## src/rtl/stopwatch_ctrl.sv

```systemverilog
// rtl/stopwatch_ctrl.sv - SS.hh stopwatch control FSM, BCD time-keeping and digit scan
module stopwatch_ctrl #(
   parameter int SEC_TENS_MAX = 5,
   parameter bit WRAP         = 1'b1
) (
   input  logic        clk,
   input  logic        reset,
   input  logic        tick,
   input  logic        scan_tick,
   input  logic        btn_ss,
   input  logic        btn_lap,
   input  logic        btn_clr,
   output logic [15:0] time_bcd,
   output logic [3:0]  digit_an,
   output logic [3:0]  digit_bcd,
   output logic        dp_n,
   output logic        running,
   output logic        lap_active,
   output logic        ovf
);

   typedef enum logic [1:0] {IDLE, RUN, LAP, PAUSE} state_t;

   localparam logic [3:0]  S10_MAX    = 4'(SEC_TENS_MAX);
   localparam logic [15:0] FULL_SCALE = {S10_MAX, 4'h9, 4'h9, 4'h9};

   state_t      state;
   logic        btn_ss_q, btn_lap_q, btn_clr_q;
   logic        ev_ss, ev_lap, ev_clr;
   logic [15:0] lap_reg;
   logic [15:0] time_inc;
   logic [15:0] disp_src;
   logic        at_full;
   logic        count_en;
   logic [1:0]  scan_idx;

   // Rising-edge events with clr > ss > lap priority; losers are dropped
   assign ev_clr   = btn_clr & ~btn_clr_q;
   assign ev_ss    = btn_ss  & ~btn_ss_q  & ~ev_clr;
   assign ev_lap   = btn_lap & ~btn_lap_q & ~ev_clr & ~(btn_ss & ~btn_ss_q);
   assign at_full  = (time_bcd == FULL_SCALE);
   assign count_en = tick & ((state == RUN) || (state == LAP));
   assign disp_src = (state == LAP) ? lap_reg : time_bcd;

   // Next BCD count: ripple carry digit by digit, wrap or hold at full scale
   always_comb begin
      time_inc = time_bcd;
      if (at_full) begin
         time_inc = WRAP ? 16'h0000 : time_bcd;
      end else if (time_bcd[3:0] != 4'd9) begin
         time_inc[3:0] = time_bcd[3:0] + 4'd1;
      end else begin
         time_inc[3:0] = 4'd0;
         if (time_bcd[7:4] != 4'd9) begin
            time_inc[7:4] = time_bcd[7:4] + 4'd1;
         end else begin
            time_inc[7:4] = 4'd0;
            if (time_bcd[11:8] != 4'd9) begin
               time_inc[11:8] = time_bcd[11:8] + 4'd1;
            end else begin
               time_inc[11:8]  = 4'd0;
               time_inc[15:12] = time_bcd[15:12] + 4'd1;
            end
         end
      end
   end

   // Control FSM, counter, lap snapshot and overflow flag
   always_ff @(posedge clk) begin
      if (reset) begin
         state      <= IDLE;
         btn_ss_q   <= 1'b0;
         btn_lap_q  <= 1'b0;
         btn_clr_q  <= 1'b0;
         time_bcd   <= 16'h0000;
         lap_reg    <= 16'h0000;
         ovf        <= 1'b0;
         running    <= 1'b0;
         lap_active <= 1'b0;
      end else begin
         btn_ss_q  <= btn_ss;
         btn_lap_q <= btn_lap;
         btn_clr_q <= btn_clr;
         if (count_en) begin
            time_bcd <= time_inc;
            if (at_full) ovf <= 1'b1;
         end
         case (state)
            IDLE: begin
               if (ev_ss) begin
                  state   <= RUN;
                  running <= 1'b1;
               end
            end
            RUN: begin
               if (ev_ss) begin
                  state   <= PAUSE;
                  running <= 1'b0;
               end else if (ev_lap) begin
                  state      <= LAP;
                  lap_active <= 1'b1;
                  lap_reg    <= time_bcd;
               end
            end
            LAP: begin
               if (ev_ss) begin
                  state      <= PAUSE;
                  running    <= 1'b0;
                  lap_active <= 1'b0;
               end else if (ev_lap) begin
                  state      <= RUN;
                  lap_active <= 1'b0;
               end
            end
            PAUSE: begin
               if (ev_clr) begin
                  state    <= IDLE;
                  time_bcd <= 16'h0000;
                  ovf      <= 1'b0;
               end else if (ev_ss) begin
                  state   <= RUN;
                  running <= 1'b1;
               end
            end
            default: state <= IDLE;
         endcase
      end
   end

   // Digit scan: registered anode, digit value and decimal point for current slot
   always_ff @(posedge clk) begin
      if (reset) begin
         scan_idx  <= 2'd0;
         digit_an  <= 4'b1110;
         digit_bcd <= 4'd0;
         dp_n      <= 1'b1;
      end else begin
         if (scan_tick) scan_idx <= scan_idx + 2'd1;
         case (scan_idx)
            2'd0: begin digit_an <= 4'b1110; digit_bcd <= disp_src[3:0];   dp_n <= 1'b1; end
            2'd1: begin digit_an <= 4'b1101; digit_bcd <= disp_src[7:4];   dp_n <= 1'b1; end
            2'd2: begin digit_an <= 4'b1011; digit_bcd <= disp_src[11:8];  dp_n <= 1'b0; end
            default: begin digit_an <= 4'b0111; digit_bcd <= disp_src[15:12]; dp_n <= 1'b1; end
         endcase
      end
   end

endmodule

```

## config.mk

```make
export PLATFORM = sky130hd
export DESIGN_NAME = stopwatch_ctrl
export DESIGN_NICKNAME = d
export VERILOG_FILES = /design/src/rtl/stopwatch_ctrl.sv
export SDC_FILE = /design/constraint.sdc
export NUM_CORES = 1
export LEC_CHECK = 0
export CELL_PAD_IN_SITES_DETAIL_PLACEMENT = 1
export CELL_PAD_IN_SITES_GLOBAL_PLACEMENT = 2
export CORE_MARGIN = 5
export CORE_UTILIZATION = 34
export DETAILED_ROUTE_END_ITERATION = 10
export PLACE_DENSITY_LB_ADDON = 0.1
export SYNTH_ARGS = -nofsm -noshare
export SYNTH_HDL_FRONTEND = slang
export SYNTH_SLANG_ARGS = --single-unit
```

## constraint.sdc

```tcl
create_clock -name clk -period 2.1 [get_ports clk]
set_input_delay 0.63 -clock clk [delete_from_list [all_inputs] [get_ports clk]]
set_output_delay 0.63 -clock clk [all_outputs]
set_load 0.01 [all_outputs]
```

* After elaboration in Yosys (flattened, before gate mapping)
Index checks and enable logic that the tools add are counted.
Word-level totals: bits in registers 51, bits in latches 0, RAM bits 0, ROM bits 0, output and inout bits 28, word-level logic and storage cells 89, memories 0
Operators by class: add/sub/neg operators 5, multipliers 0, divide/modulo/power cells 0, $lt $le $gt $ge 0, equal/unequal tests 15, shift operators 0, muxes and demuxes 34, bitwise logic cells 13, reduce and logical (&&, ||, !) cells 9
Operators with widths (count):
- $mux 16 | 5
- $pmux 4 s3 | 2
- $add 4x1->4 const B | 4
- $eq 16x15->1 const B | 1
- $mux 4 | 4
- $mux 1 | 12
- $mux 12 | 1
- $mux 2 | 6
- $ne 4x4->1 const B | 3
- $mux 8 | 1
- $pmux 2 s4 | 1
- $and 1x1->1 | 7
- $eq 2x2->1 const B | 3
- $ne 2x2->1 const B | 3
- $ne 3x3->1 const B | 2
- $not 1->1 | 6
- $eq 2x1->1 const B | 2
- $logic_not 2->1 | 2
- $reduce_and 2->1 | 2
- $reduce_and 4->1 | 1
- $pmux 1 s3 | 1
- $reduce_and 3->1 | 1
- $add 2x1->2 const B | 1
- $ne 2x1->1 const B | 1
- other kinds (4) | 4

* Longest topological paths before layout
depth after elaboration 8, gate-level depth with buffers 7

* Worst setup path after synthesis
Ideal clock, no wire load.
path type reg-to-reg, from register state[0], to register time_bcd[15], library setup time 0.070 ns, arrival 1.742 ns, slack 0.288 ns, stages on the path, launching flop included 8, period minus slack after synthesis 1.812 ns, cell sequence dfxtp_1 inv_1 ha_1 and4b_1 buf_6 nand4_4 or4_1 a21oi_1
On the way: cells in the longest elaborated chain, start to end 6
RTL lines:
- start: declaration | line 27 | state_t state;
- start signal: assignment | line 71 | state <= IDLE;
- start signal: assignment | line 91 | state <= RUN;
- start signal: assignment | line 97 | state <= PAUSE;
- $eq 2x1->1 / $eq 2x2->1 (equally long branches) | line 42 | assign count_en = tick & ((state == RUN) || (state == LAP));
- $logic_or 1x1->1 | line 42
- $and 1x1->1 | line 42
- $mux 16 | line 84 | if (count_en) begin
- $mux 16 | line 116 | if (ev_clr) begin
- $mux 16 (*) | line 88 | case (state)
- end signal: assignment | line 85 | time_bcd <= time_inc;
- end: declaration | line 13 | output logic [15:0] time_bcd,
Every way passes the cells marked *; elsewhere a longest branch is shown, timed or not. A chain may end at the register's enable or synchronous reset.

* Worst setup path in the final report
from register time_bcd[0], to output port time_bcd[0]
No word-level cell between the ends.

==> summary.md <==
| Metric | Value |
|---|---|
| Post-Syn Area | 2420 um2 |
| IO Count | 35 |
| Area share of fa/ha/maj cells after synthesis | 9.82% |
| Worst reg2reg setup slack | 0.14 ns |
| Most frequent cell after synthesis | dfxtp_1 |
| Hold path endpoint | ovf$_SDFF_PP0_ |
| Clk sinks | 51 |
| DRC Markers | 0 |
| Port buffer count | 34 |
| Via density | 4.94 |
| DIE WIDTH | 94.4 um |
| Via count | 1,947 |
| DRT antenna net count | 0 |
| Hold_buf cts | 0 |
| CTS Buf Count | 5 |
| VDD IR max | 0.251 mV |
| Worst path required time | 1.47 ns |
| Clock buffer depth | 2 |
| Hold Path Stages | 1 |
| Initial DRC Count | approximately 130 |
| Switch share | 25.2% |
| Root Buffer | clkbuf_8 |
| Worst hold path class | reg2reg |
| Clock power share | 31.1% |
| Fin Hold WS | 0.477 ns |
| Ys Warns | 0 |
| Psw | 0.442 mW |
| Seq/Total Area, Yosys | between 40% and 50% |
| DIE AREA | 8910 um2 |
| R2r endpoint | time_bcd[1]$_SDFF_PP0_ |
| Kind of end point of the critical path | primary output |
| Fin Setup TNS | 0 ns |
| Largest family of logic cells by synthesized area | simple AND/OR/NAND/NOR gates |
| First-pass GRT wire length | 9760 um |
| Filler cells | around 800 |
| Distinct cells, synth | 41 |
| TritonCTS clock tree | yes |
| Sequential share of power | 57.3% |
| Synth Area in XOR/XNOR | 2.53% |
| Dpl hpwl | around 4400 um |
| CP Buf/Inv Count | 1 |
| Postcts setup bufs | 0 |
| Die H | 94.4 um |
| Final setup fails | 0 |
| Post-synth ARST share | 0% |
| Slew headroom | 55.6% |
| Initial antenna violation count | 0 |
| Worst slew pin tran | about 0.67 ns |
| Syn Area/Cell | between 9 and 10 um2 |
| Drt wl/cell | ~15 um |
| Post-synthesis register bit count | 51 |
| Number of global-route vias before repair | between 1,500 and 2,000 |
| Post-synth top flop | dfxtp_1 |
| Starting density of the core | 35.2% |
| Worst Path Max Fanout | 7 |
| WL final | 5750 um |
| Crit path max-delay family | buffers and inverters |
| Cell type with the largest total area after synthesis | dfxtp_1 |
| # diodes | 0 |
| Area share of and/or/nand/nor cells after synthesis | 18.9% |
| Core Area | 6870 um2 |
| Status | finished, final reports clean |
| Placed cell area | 2980 um2 |
| Complex-gate fraction of the synthesized area | 11.7% |
| Pint | about 1.3 mW |
| GPL Wtd Cong | 0.792 |
| Area delta synth->final | 26.7% |
| Post-route cell area | 3070 um2 |
| Combinational Power Share | 11.6% |
| Number of synthesized flops with an enable pin | 0 |
| Global Route Usage Sum | ~14% |
| Clk slew on worst S/H paths | around 0.090 ns |
| Rows | 30 |
| Final worst-path cycle share | 96.5% |
| Slowest stage cell, crit path | clkdlybuf4s50_1 |
| Pleak | 1.27 nW |
| Fin Clk Skew | 0.00491 ns |
| Top post-synthesis cells by count | dfxtp_1, nor2_1, mux2i_1 |
| DR pass1 iterations | 6 |
| Mapped Nets | 277 |
| Cells after Synth | around 250 |
| WS Path Type | reg2out |
| CP Launch Type | register |
| Largest stage delay on the critical path | 0.60 ns |
| Final nets | 323 |
| Layout cell share with drive strength beyond 1 | 11.1% |
| Fin crit period | 2.03 ns |
| Hold_sp | ovf$_SDFF_PP0_ |
| Top cells by area, synth | dfxtp_1, mux2i_1, ha_1, nor2_1, a222oi_1 |
| Hold Fails Final Rpt | 0 |
| Share of the synthesized area in the top cell type | 42.2% |
| Largest net degree at the start of global routing | 32 |
| Clock latency on the worst-skew pair | 0.30 ns |
| Pwr/cell area | 573 nW/um2 |
| Gr ovfl total | 0 |
| MaxCap Viol Count | 0 |
| RSZ-0062 raised after global routing | no |
| Fmax | between 400 and 500 MHz |
| Critical-path cell list | clkdlybuf4s50_1 |
| Cells on worst reg2reg path | 8 |
| H-tree depth | 2 |
| CP Data Arrival Time | 1.40 ns |
| Fin. max-slew vios | 0 |
| Mux contribution to synthesized area | 11.2% |
| Crit Reg-Reg Startpoint | state[0]$_SDFFE_PP0P_ |
==> final cells by class <==
type	count	area [um2]	share of cell area, %
Tap cell	96	120	3.92
Sequential cell	51	1020	33.3
Multi-Input combinational cell	179	1310	42.7
Clock inverter	3	15.0	0.490
Clock buffer	5	68.8	2.24
Inverter	8	30.0	0.979
Timing Repair Buffer	52	500	16.3
==> per-stage QoR <==
stage          power [mW]  utilization [%]  instances  worst slack, ns
6_report             1.76             44.6        394           0.0739
5_1_grt              1.86             44.6        394          0.00288
4_1_cts              1.78             44.6        394           0.0570
3_5_place_dp         1.23             43.4        386           -0.178
3_3_place_gp         1.23             43.4        386           -0.152
2_1_floorplan        1.14                -        251            0.288
==> power by group through the flow <==
stage / Combinational [mW] / Sequential, mW / Clock (mW)
floorplan: 0.110 / 1.03 / 0
finish: 0.203 / 1.01 / 0.546
global route: 0.222 / 1.01 / 0.621
global placement: 0.204 / 1.03 / 0
CTS: 0.205 / 1.01 / 0.572
detailed placement: 0.204 / 1.03 / 0
==> placed cells by master (no fill, tap or decap), types with 3 or more instances in the layout <==
cell type,count
ha_1,19
and3b_1,3
dfxtp_1,50
a211oi_1,6
mux2i_1,27
xor2_1,5
buf_4,16
clkbuf_8,5
nor2b_1,8
or3_1,3
clkinv_2,3
inv_1,8
nand4_1,4
nand2b_1,7
a21oi_1,11
clkdlybuf4s50_1,34
nand3_1,4
a222oi_1,8
o21ai_0,3
nand2_1,9
nor2_1,37
==> kinds of logic (layout without fill, tap and decap cells) <==
| family | Yosys count | after routing |
|---|---|---|
| fa+ha+maj | 19 | 19 |
| simple gates | 87 | 87 |
| buf+inv | 21 | 68 |
| mux | 27 | 27 |
| flops | 51 | 51 |
| compound gates | 39 | 39 |
| xor+xnor | 7 | 7 |
==> per-layer routing <==
metal	part of all wire, %	vias up	GRT usage (%)
li1	-	970	-
met1	49	931	18.7
met2	47	42	22.5
met3	3.8	4	2.79
met4	0.63	0	3.13
met5	0	-	0
==> repair_timing <==
action | CTS | global route
setup endpoints to repair | 0 | 5
endpoints found under the hold margin | 0 | 0
resized for setup | 0 | 2
==> worst max-delay path by stage <==
stage,startpoint,endpoint,slack [ns],cells after the start
2_1_floorplan,state[0]$_SDFFE_PP0P_,time_bcd[15]$_SDFF_PP0_,0.29,7
3_3_place_gp,tick,time_bcd[15]$_SDFF_PP0_,-0.15,5
3_5_place_dp,tick,time_bcd[15]$_SDFF_PP0_,-0.18,5
4_1_cts,time_bcd[0]$_SDFF_PP0_,time_bcd[0],0.06,1
5_1_grt,state[1]$_SDFFE_PP0P_,time_bcd[5]$_SDFF_PP0_,0.003,7
6_report,time_bcd[0]$_SDFF_PP0_,time_bcd[0],0.07,1
No activity file was read; power rests on OpenSTA's default activity.
